[src/rtl/mem_access_pkg.sv]
// Shared types and helpers for the load/store front-end (mem_access_unit).
// Optional feature macro: MEM_ALIGN_CHK_EN (misalignment detection).
package mem_access_pkg;

    typedef enum logic [2:0] {
        LW  = 3'd0,
        LH  = 3'd1,
        LHU = 3'd2,
        LB  = 3'd3,
        LBU = 3'd4,
        SW  = 3'd5,
        SH  = 3'd6,
        SB  = 3'd7
    } mem_op_t;

    typedef enum logic [1:0] {
        StIdle,
        StRd,
        StWr,
        StResp
    } mau_state_t;

    function automatic logic is_store(input mem_op_t op);
        return (op == SW) || (op == SH) || (op == SB);
    endfunction

    // Word ops need addr[1:0]==0, half ops need addr[0]==0; bytes are always aligned.
    function automatic logic is_misaligned(input mem_op_t op, input logic [1:0] lsb);
        logic mis;
        case (op)
            LW, SW:      mis = (lsb != 2'b00);
            LH, LHU, SH: mis = lsb[0];
            default:     mis = 1'b0;
        endcase
        return mis;
    endfunction

endpackage

[src/rtl/mem_lane_mux.sv]
// Combinational lane steering: merges store data into a base word and
// extracts/extends load data from it (little-endian lanes).
module mem_lane_mux
    import mem_access_pkg::*;
(
    input  mem_op_t     op_i,
    input  logic [1:0]  addr_lsb_i,
    input  logic [31:0] base_i,
    input  logic [31:0] wdata_i,
    output logic [31:0] store_word_o,
    output logic [31:0] load_word_o
);

    logic [7:0]  byte_sel;
    logic [15:0] half_sel;

    // Select the addressed byte and half of the base word
    always_comb begin
        byte_sel = base_i[7:0];
        unique case (addr_lsb_i)
            2'd0: byte_sel = base_i[7:0];
            2'd1: byte_sel = base_i[15:8];
            2'd2: byte_sel = base_i[23:16];
            2'd3: byte_sel = base_i[31:24];
        endcase
        half_sel = addr_lsb_i[1] ? base_i[31:16] : base_i[15:0];
    end

    // Load extraction with sign/zero extension
    always_comb begin
        load_word_o = '0;
        case (op_i)
            LW:      load_word_o = base_i;
            LH:      load_word_o = {{16{half_sel[15]}}, half_sel};
            LHU:     load_word_o = {16'h0000, half_sel};
            LB:      load_word_o = {{24{byte_sel[7]}}, byte_sel};
            LBU:     load_word_o = {24'h000000, byte_sel};
            default: load_word_o = '0;
        endcase
    end

    // Store merge: replace only the addressed lane, keep the rest of the base word
    always_comb begin
        store_word_o = base_i;
        case (op_i)
            SW: store_word_o = wdata_i;
            SH: begin
                if (addr_lsb_i[1]) store_word_o[31:16] = wdata_i[15:0];
                else               store_word_o[15:0]  = wdata_i[15:0];
            end
            SB: begin
                unique case (addr_lsb_i)
                    2'd0: store_word_o[7:0]   = wdata_i[7:0];
                    2'd1: store_word_o[15:8]  = wdata_i[7:0];
                    2'd2: store_word_o[23:16] = wdata_i[7:0];
                    2'd3: store_word_o[31:24] = wdata_i[7:0];
                endcase
            end
            default: store_word_o = base_i;
        endcase
    end

endmodule

[src/rtl/mem_access_unit.sv]
// Load/store front-end: turns byte/half/word CPU requests into word accesses,
// using read-modify-write for sub-word stores.
// Optional feature macro: MEM_ALIGN_CHK_EN (misaligned requests answered with resp_err).
module mem_access_unit
    import mem_access_pkg::*;
#(
    parameter int unsigned ADDR_W = 32
) (
    input  logic              ref_clk,
    input  logic              reset,
    input  logic              req_valid,
    output logic              req_ready,
    input  mem_op_t           req_op,
    input  logic [ADDR_W-1:0] req_addr,
    input  logic [31:0]       req_wdata,
    output logic              resp_valid,
    output logic [31:0]       resp_rdata,
    output logic              resp_err,
    output logic              mem_we,
    output logic [ADDR_W-1:0] mem_a,
    output logic [31:0]       mem_wd,
    input  logic [31:0]       mem_rd
);

    mau_state_t        state_q, state_d;
    mem_op_t           op_q, op_d;
    logic [ADDR_W-1:0] addr_q, addr_d;
    logic [31:0]       wdata_q, wdata_d;
    logic [31:0]       base_q, base_d;
    logic [31:0]       rdata_q, rdata_d;
    logic              misaligned_req;
    logic [31:0]       mux_base;
    logic [31:0]       store_word;
    logic [31:0]       load_word;

`ifdef MEM_ALIGN_CHK_EN
    assign misaligned_req = is_misaligned(req_op, req_addr[1:0]);
`else
    assign misaligned_req = 1'b0;
`endif

    // In RD the live memory word feeds the mux; in WR the captured merge base does
    assign mux_base = (state_q == StRd) ? mem_rd : base_q;

    mem_lane_mux u_lane_mux (
        .op_i        (op_q),
        .addr_lsb_i  (addr_q[1:0]),
        .base_i      (mux_base),
        .wdata_i     (wdata_q),
        .store_word_o(store_word),
        .load_word_o (load_word)
    );

    // Next-state and datapath capture
    always_comb begin
        state_d = state_q;
        op_d    = op_q;
        addr_d  = addr_q;
        wdata_d = wdata_q;
        base_d  = base_q;
        rdata_d = rdata_q;
        unique case (state_q)
            StIdle: begin
                if (req_valid) begin
                    op_d    = req_op;
                    addr_d  = req_addr;
                    wdata_d = req_wdata;
                    if (misaligned_req) begin
                        rdata_d = '0;
                        state_d = StResp;
                    end else if (req_op == SW) begin
                        state_d = StWr;
                    end else begin
                        state_d = StRd;
                    end
                end
            end
            StRd: begin
                if (is_store(op_q)) begin
                    base_d  = mem_rd;
                    state_d = StWr;
                end else begin
                    rdata_d = load_word;
                    state_d = StResp;
                end
            end
            StWr: begin
                rdata_d = '0;
                state_d = StResp;
            end
            StResp: state_d = StIdle;
            default: state_d = StIdle;
        endcase
    end

    // State and datapath registers with synchronous reset
    always_ff @(posedge ref_clk) begin
        if (reset) begin
            state_q <= StIdle;
            op_q    <= LW;
            addr_q  <= '0;
            wdata_q <= '0;
            base_q  <= '0;
            rdata_q <= '0;
        end else begin
            state_q <= state_d;
            op_q    <= op_d;
            addr_q  <= addr_d;
            wdata_q <= wdata_d;
            base_q  <= base_d;
            rdata_q <= rdata_d;
        end
    end

`ifdef MEM_ALIGN_CHK_EN
    logic err_q, err_d;

    // Error flag is decided at accept and presented with the response
    always_comb begin
        err_d = err_q;
        if ((state_q == StIdle) && req_valid) err_d = misaligned_req;
    end

    // Error flag register
    always_ff @(posedge ref_clk) begin
        if (reset) err_q <= 1'b0;
        else       err_q <= err_d;
    end

    assign resp_err = err_q;
`else
    assign resp_err = 1'b0;
`endif

    assign req_ready  = (state_q == StIdle);
    assign resp_valid = (state_q == StResp);
    assign resp_rdata = rdata_q;
    // Reset in WR must not let the write through
    assign mem_we     = (state_q == StWr) & ~reset;
    assign mem_a      = ((state_q == StRd) || (state_q == StWr)) ?
                        {addr_q[ADDR_W-1:2], 2'b00} : '0;
    assign mem_wd     = (state_q == StWr) ? store_word : '0;

endmodule

[config.mk]
export PLATFORM = sky130hd
export DESIGN_NAME = mem_access_unit
export DESIGN_NICKNAME = d
export VERILOG_FILES = /design/src/rtl/mem_access_pkg.sv /design/src/rtl/mem_lane_mux.sv /design/src/rtl/mem_access_unit.sv
export SDC_FILE = /design/constraint.sdc
export NUM_CORES = 1
export LEC_CHECK = 0
export ABC_AREA = 1
export CAP_MARGIN = 25
export CORE_AREA = 2 2 131 133
export DETAILED_ROUTE_END_ITERATION = 16
export DIE_AREA = 0 0 133 135
export GPL_ROUTABILITY_DRIVEN = 0
export MAX_ROUTING_LAYER = met4
export PLACE_DENSITY_LB_ADDON = 0.1
export SYNTH_ARGS = -nofsm -noshare
export SYNTH_HDL_FRONTEND = slang
export SYNTH_SLANG_ARGS = --single-unit
export TNS_END_PERCENT = 30
[constraint.sdc]
create_clock -name ref_clk -period 2 [get_ports ref_clk]
set_input_delay 0.4 -clock ref_clk [delete_from_list [all_inputs] [get_ports ref_clk]]
set_output_delay 0.4 -clock ref_clk [all_outputs]
set_load 0.05 [all_outputs]
# Yosys cells after proc, flatten, opt, wreduce, memory -nomap -nowiden
# Cells that the tools add are included.
# totals
mem_bits_rw	0
word_cells	53
input_bits	102
out_inout_bits	100
latchBits	0
romBits	0
register_bits	133
memories	0
# classes
order_cmp	0
muxes	19
eq_ne	16
n_div	0
n_reduce_logical	10
n_addsub	0
bitwise	2
shifts	0
mul	0
# op_table
operator	count
one-hot mux 32 bit (5 select lines)	1
two-way mux 32 bit	4
one-hot mux 32 bit (3 select lines)	1
one-hot mux 32 bit (2 select lines)	1
two-way mux 16 bit	3
two-way mux 8 bit	4
one-hot mux 8 bit (4 select lines)	1
equality test 3 bit (second input constant)	5
equality test 2 bit (second input constant)	4
one-hot mux 2 bit (4 select lines)	1
equality test 3 x 2 -> 1 bit (second input constant)	2
AND reduction 2 bit	3
equality test 2 x 1 -> 1 bit (second input constant)	2
logical NOT 2 bit	2
two-way mux 2 bit	2
inequality test 2 bit (second input constant)	2
equality test 3 x 1 -> 1 bit (second input constant)	1
logical NOT 3 bit	1
logical OR 1 bit	3
nonzero test 2 bit	1
bitwise AND 1 bit	1
two-way mux 1 bit	1
NOT 1 bit	1

# Longest topological paths before layout
# Gate-level depths: netlist of the first run.
# logic_depth
word_depth	6
mapped_depth	14
mapped_depth_nobuf	12

# By module
# A second synthesis of the first run with hierarchy kept.
# unflattened
hier_cells	1398
hier_area_um2	8315.5
# by_module_without_submodules
mod	cells_per_inst	area_each_um2	instances	seq_area_each_um2
mem_access_unit	811	5665.4	1	2662.6
mem_lane_mux	587	2650.0	1	0.0

# Worst setup path before layout of the first run
# No wires, ideal clock.
# synth_timing
kind	reg2out
startpoint	register state_q[1]
endpoint	output mem_wd[12]
path_buffers	2
path_slack_ps	-595
stages_incl_launch_ff	10
t_arrival_ps	2195
required_time_ps	1600
path_cell_list	dfxtp_1 > inv_1 > ha_1 > buf_6 > buf_4 > o21ai_0 > inv_1 > a21oi_1 > a21oi_1 > a21oi_1
# synth_between
elab_chain_len	5
elab_cells_between_ends	7
classes_between	eq/ne: 2; mux: 5
# synth_rtl
element	line_no	text
start: declaration	mem_access_unit.sv:25	mau_state_t state_q, state_d;
start signal: assignment	mem_access_unit.sv:99	state_q <= StIdle;
start signal: assignment	mem_access_unit.sv:106	state_q <= state_d;
equality test 2 x 1 -> 1 bit	mem_access_unit.sv:43	assign mux_base = (state_q == StRd) ? mem_rd : base_q;
two-way mux 32 bit	mem_access_unit.sv:43	
two-way mux 8 bit / two-way mux 16 bit (equally long branches)	mem_lane_mux.sv:52, mem_lane_mux.sv:48	
one-hot mux 32 bit (3 select lines)	mem_lane_mux.sv:45	case (op_i)
two-way mux 32 bit (*)	mem_access_unit.sv:142	assign mem_wd = (state_q == StWr) ? store_word : '0;
end: declaration	mem_access_unit.sv:21	output logic [31:0] mem_wd,
# Every way passes the cells marked *; elsewhere a longest branch is shown, timed or not.

# Final worst setup path of the first run
# layout_timing
startpoint	register state_q[1]
endpoint	output mem_wd[15]
# The elaborated chain is that of the path after synthesis.

==> results of run 1 <==
## path summary, 6_finish.rpt
check | from | endpoint | slack [ps]
setup / recovery | state_q[1] | mem_wd[15] | -600
hold / removal | reset | base_q[15] | 400
setup reg to reg | state_q[1] | resp_rdata[13] | -190
hold reg to reg | resp_rdata[19] | resp_rdata[19] | 460
## stage by stage
| stage | hold WS [ps] | power, mW | std cells | utilization | cell area [um2] |
|---|---|---|---|---|---|
| 2_1_floorplan | 431 | 8.19 | 1123 | - | 7550 |
| 3_5_place_dp | 452 | 11.7 | 1571 | 0.665 | 10900 |
| 6_report | 398 | 16.0 | 1627 | 0.749 | 12300 |
| 5_1_grt | 400 | 16.8 | 1627 | 0.749 | 12300 |
| 3_3_place_gp | 445 | 11.7 | 1571 | 0.665 | 10900 |
| 4_1_cts | 384 | 15.5 | 1618 | 0.724 | 11900 |
## power by group through the flow
stage               logic (mW)  clock network (mW)  registers [mW]
global route              9.96                3.26            3.61
CTS                       8.78                3.14            3.52
finish                    9.35                3.13            3.55
detailed placement        8.15                   0            3.57
floorplan                 4.48                   0            3.71
global placement          8.10                   0            3.55
## synthesized netlist by cell type (2+ instances only)
master and count:
nand3_1 60, inv_2 8, buf_4 6, dfxtp_1 133, o21ai_0 120, inv_1 105
ha_1 4, a211oi_1 28, o211ai_1 11, clkbuf_1 38, nand2_1 277, a31oi_1 6
nor3_1 3, buf_6 4, nand2_2 3, o21bai_1 4, nor2_2 3, nand4_1 4
buf_2 16, a41oi_1 3, nor2_4 2, a21oi_1 105, nor2_1 143, o21ai_2 2
buf_1 10, o21ai_1 13
## layer usage
layer,share of wire,global-route usage,vias to the layer above
li1,-,-,4205
met1,0.41,0.352,3963
met2,0.48,0.487,372
met3,0.072,0.0679,81
met4,0.043,0.147,0
met5,0,-,-
## logic make-up (layout without fill, tap and decap cells)
logic type	Yosys count	count (layout)	synth area share
adders and majority gates	4	4	0.00699
DFF	133	133	0.372
AOI/OAI and AO/OA	296	296	0.229
other	1	3	0.000524
and+or+nand+nor	499	499	0.283
buffers and inverters	188	472	0.109
## final cells by class
class	count	share of cell area
Inverter	114	0.0368
Sequential cell	133	0.218
Clock inverter	14	0.0123
Timing Repair Buffer	326	0.307
Tap cell	220	0.0224
Multi-Input combinational cell	802	0.369
Clock buffer	18	0.0349
## timing repair
action | 4_1_cts | 5_1_grt
endpoints found under the hold margin | 0 | 0
gates resized for setup | 119 | 114
endpoints found under the setup margin | 86 | 106
buffers inserted | 15 | 11
hold buffers | 0 | 0
pin swaps | 26 | 28
## sequential cells by signal (all words and copies together) (netlist names)
| register | cells |
|---|---|
| wdata_q | 32 |
| addr_q | 32 |
| base_q | 32 |
| state_q | 2 |
| op_q | 3 |
| resp_rdata | 32 |
==> reports/metrics.csv, run 1 <==
metric,value,unit
status,finished with violations,
failing checks,setup timing,
RSZ-0062 raised after global routing,true,
Final Hold Vio Count,0,
final WL,26.8,mm
Crit path depth,10,
H-tree levels,4,
max_slew headroom,0.644,
Max Cap Viol,0,
Clock Tree Buf Depth,2,
share of the synthesized area in the top cell type,0.372,
worst vdd ir,0.816,mV
"Arr. time, crit path",2200,ps
Layout Nets,1500,
detailed placement HPWL,18.7,mm
prevailing post-synth register cell,dfxtp_1,
crit path kind,flip-flop to primary output,
post-synth cell types,36,
clk_lat worst skew,430,ps
vias in the first global route,8351,
Clock transition at path regs,60,ps
Die ar.,18000,um2
highest clock rate,385,MHz
share of cells above drive strength 1,0.311,
cells on worst reg2reg path,14,
final worst-path cycle share,1.30,
Combinational Power Share,0.583,
Pins Over Slew Limit,0,
TritonCTS Buffers,17,
# rows,47,
ANT cells,0,
largest net degree at the start of global routing,69,
Crit-path slowest cell,dfxtp_2,
synth top area cells,"dfxtp_1 37%, nand2_1 15%, o21ai_0 8.4%",
chip height,135,um
DR iter-0 viols,763,
Final TNS setup,-29010,ps
register area share after synthesis,0.372,
CP startpoint kind,flip-flop,
Die X,133,um
sequential share of power,0.221,
number of synthesized flops with an enable pin,0,
multi-input logic area,4530,um2
CP Cell Sequence,"inv_2, ha_4, buf_8, clkinvlp_4, nand2_2, nand2_2, inv_4, nand2_4, a31oi_4, buf_12",
setup ws final,-598,ps
Critical Path Most Common Cell,nand2_2,
async set-or-reset flop fraction in the synthesized netlist,0,
combined buffer and inverter count along the critical path,5,
vias per cell,5.30,
initial antenna violation count,0,
CP required,1600,ps
wire per inst,16.5,um
clk root buf,clkbuf_16,
P_leak,5.17,nW
Ports,202,
number of synthesized register bits,133,
critical path endpoint category,primary output,
Worst Tran Pin Value,532,ps
"area leader, netlist",dfxtp_1,
final worst path period need,2600,ps
first-pass GRT wire length,41.4,mm
port bufs,198,
YS warnings,0,
core footprint,16400,um2
total gr overflow,0,
Int Pwr,8.81,mW
Via Count,8621,
global-route usage over all layers,0.300,
crit-path leading delay family,buffers and inverters,
cells after synthesis,1121,
mean post-synth cell area,6.39,um2
Sw Share,0.451,
Area Growth Syn to Fin,71.7,%
"most common cell after layout, fill and taps aside",nand2_1,
clk sinks,133,
Worst Hold Class,input pin to flip-flop,
Hold Path Depth,2,
DRC,0,
max incr delay on CP,330,ps
Post-Syn Area,7160,um2
# fillers,1241,
Initial Util,0.436,
CTS tree,done,
"worst slack, placed",-217,ps
Switch Pwr,7.23,mW
DRT antenna net count,0,
Initial DRT Pass Iterations,6,
area taken by flip-flops and latches,2680,um2
Clock power frac,0.195,
most frequent cells in the layout,"247 x nand2_1, 135 x nor2_1, 127 x dfxtp_1",
Clock Skew,7.66,ps
"Setup violations, final",87,
Cell Pwr Density,1300,nW/um2
CP Max Fanout,7,
No activity file was read; power rests on OpenSTA's default activity.
==> run 2, diff against run 1 <==
Settings changed: SKIP_LAST_GASP set to 1.
==> run 2 against run 1 <==
Compared with the run above:
- clock skew increased by 1.3 ps
- maximum frequency increased by 2.3%
- sequential power about the same
- power decreased by 3.1%
- the run still ends with setup timing left
- non-clock buffer count decreased by 4
- highest routed layer unchanged
- critical path type unchanged
- clock-buffer cell count unchanged
- final cell count decreased by 0.25%
==> reports/metrics.csv, run 2 (same netlist as run 1, synthesis figures left out) <==
metric,value,unit,change
status,finished with violations,,
failing checks,setup timing,,
clk sinks,133,,unchanged
worst hold-check slack,397,ps,-1.17 ps
Clock transition at path regs,60,ps,about the same
crit path kind,flip-flop to primary output,,
placed insts,1571,,unchanged
Pins Over Slew Limit,0,,unchanged
max_slew headroom,0.647,,+0.00264
Worst Tran Pin Value,528,ps,-4.73 ps
Layout Nets,1496,,-0.27%
Combinational Power Share,0.571,,-0.012
DR iter-0 viols,808,,+5.9%
Cell Pwr Density,1300,nW/um2,-0.32%
CP startpoint kind,flip-flop,,
CTS tree,done,,
final worst path period need,2540,ps,-59.4 ps
worst vdd ir,0.811,mV,-0.60%
area taken by flip-flops and latches,2680,um2,about the same
vias in the first global route,8277,,-0.89%
core footprint,16400,um2,unchanged
share of cells above drive strength 1,0.254,,-0.0568
P_leak,4.96,nW,-4.1%
"Setup violations, final",89,,+2.3%
initial antenna violation count,0,,unchanged
Via Count,8473,,-1.7%
Max Cap Viol,0,,unchanged
TritonCTS Buffers,17,,unchanged
Ports,202,,unchanged
"Hold-fix buffers, CTS",0,,unchanged
final WL,25.9,mm,-3.5%
Switch Pwr,6.93,mW,-4.1%
multi-input logic area,4300,um2,-5.1%
Clock Tree Buf Depth,2,,unchanged
Area Growth Syn to Fin,66.8,%,
H-tree levels,4,,unchanged
Util after Layout,0.728,,-0.0211
clk_lat worst skew,430,ps,about the same
most frequent cells in the layout,"260 x nand2_1, 138 x nor2_1, 126 x dfxtp_1",,
Die X,133,um,unchanged
highest clock rate,394,MHz,+2.3%
CP required,1600,ps,about the same
port bufs,198,,unchanged
first-pass GRT wire length,41.0,mm,-1.1%
CP Max Fanout,10,,+3
detailed placement HPWL,18.7,mm,unchanged
Worst Hold Class,input pin to flip-flop,,
RSZ-0062 raised after global routing,true,,
DRC,0,,unchanged
Int Pwr,8.60,mW,-2.3%
final worst-path cycle share,1.27,,-0.0297
Initial DRT Pass Iterations,5,,-1
ANT cells,0,,unchanged
global-route usage over all layers,0.296,,-0.00347
fin cells,1623,,-0.25%
critical path endpoint category,primary output,,
Initial Util,0.436,,unchanged
setup ws final,-539,ps,+59.4 ps
clk root buf,clkbuf_16,,
Sw Share,0.446,,-0.00458
Clock power frac,0.201,,+0.006
DRT antenna net count,0,,unchanged
# rows,47,,unchanged
# fillers,1310,,+5.6%
total gr overflow,0,,unchanged
sequential share of power,0.228,,+0.007
"most common cell after layout, fill and taps aside",nand2_1,,
Die ar.,18000,um2,unchanged
wire per inst,15.9,um,-3.3%
chip height,135,um,unchanged
vias per cell,5.22,,-1.5%
largest net degree at the start of global routing,69,,unchanged
Final Hold Vio Count,0,,unchanged
"Arr. time, crit path",2140,ps,-60 ps
Clock Skew,8.93,ps,+1.28 ps
## run 2: cell count changes in the layout (fill, tap and decap cells not counted), sizes merged
cell,previous run,this run
inv,113,116
buf,205,201
clkinvlp,4,3
clkinv,9,7
clkdlybuf4s50,110,121
dlymetal6s2s,11,0
## run 2: worst paths after layout
| path | from | endpoint | slack (ps) | cells past startpoint |
|---|---|---|---|---|
| min | reset | base_q[15] | 400 | 2 |
| max reg2reg | state_q[1] | resp_rdata[15] | -180 | 13 |
| min reg2reg | base_q[3] | base_q[3] | 460 | 2 |
| max | state_q[1] | mem_wd[14] | -540 | 11 |
## run 2: repair_timing
item                       CTS  global route
setup endpoints to repair   86           106
gates resized for setup     64            49
hold endpoints to repair     0             0
setup buffers               15             7
pin swaps                   22            10
## run 2: per-layer routing
| metal | share of wire | vias up | global-route usage |
|---|---|---|---|
| met3 | 0.078 | 84 | 0.0724 |
| met2 | 0.47 | 365 | 0.481 |
| li1 | - | 4189 | - |
| met4 | 0.046 | 0 | 0.140 |
| met5 | 0 | - | - |
| met1 | 0.41 | 3835 | 0.347 |
## run 2: power groups by stage
stage	combinational [mW]	sequential, mW	clock, mW
floorplan	4.48	3.71	0
global placement	8.10	3.55	0
detailed placement	8.15	3.57	0
CTS	8.59	3.52	3.14
global route	9.48	3.60	3.25
finish	8.87	3.54	3.12
## run 2: critical path, stage by stage, from the launching register on
cell and delay (ps):
dfxtp_2 320, inv_2 60, ha_4 260, buf_12 160
buf_4 120, nand2_1 80, o21ai_4 90, inv_2 80
a21oi_2 160, a21oi_2 70, a21oi_4 160, buf_12 150
## run 2: layout make-up
cell class / instances / share of cell area
clock buffer: 18 / 0.0359
clock inverter: 14 / 0.0127
sequential: 133 / 0.224
timing repair buffer: 322 / 0.307
multi-input combinational: 802 / 0.360
tap: 220 / 0.0230
inverter: 114 / 0.0372
## run 2: per-stage QoR
stage | power, mW | TNS (ps) | setup WS, ps | area (um2)
global placement | 11.7 | -3860 | -220 | 10900
detailed placement | 11.7 | -4490 | -217 | 10900
finish | 15.5 | -25670 | -539 | 11900
floorplan | 8.19 | -155 | -33.2 | 7550
CTS | 15.3 | -24770 | -539 | 11800
global route | 16.3 | -34890 | -621 | 11900
==> run 3, diff against run 2 <==
Settings changed: HOLD_SLACK_MARGIN set to 0.12.
==> results of run 3 <==
No change in the layout: final DEF, timing and power equal those of run 2.
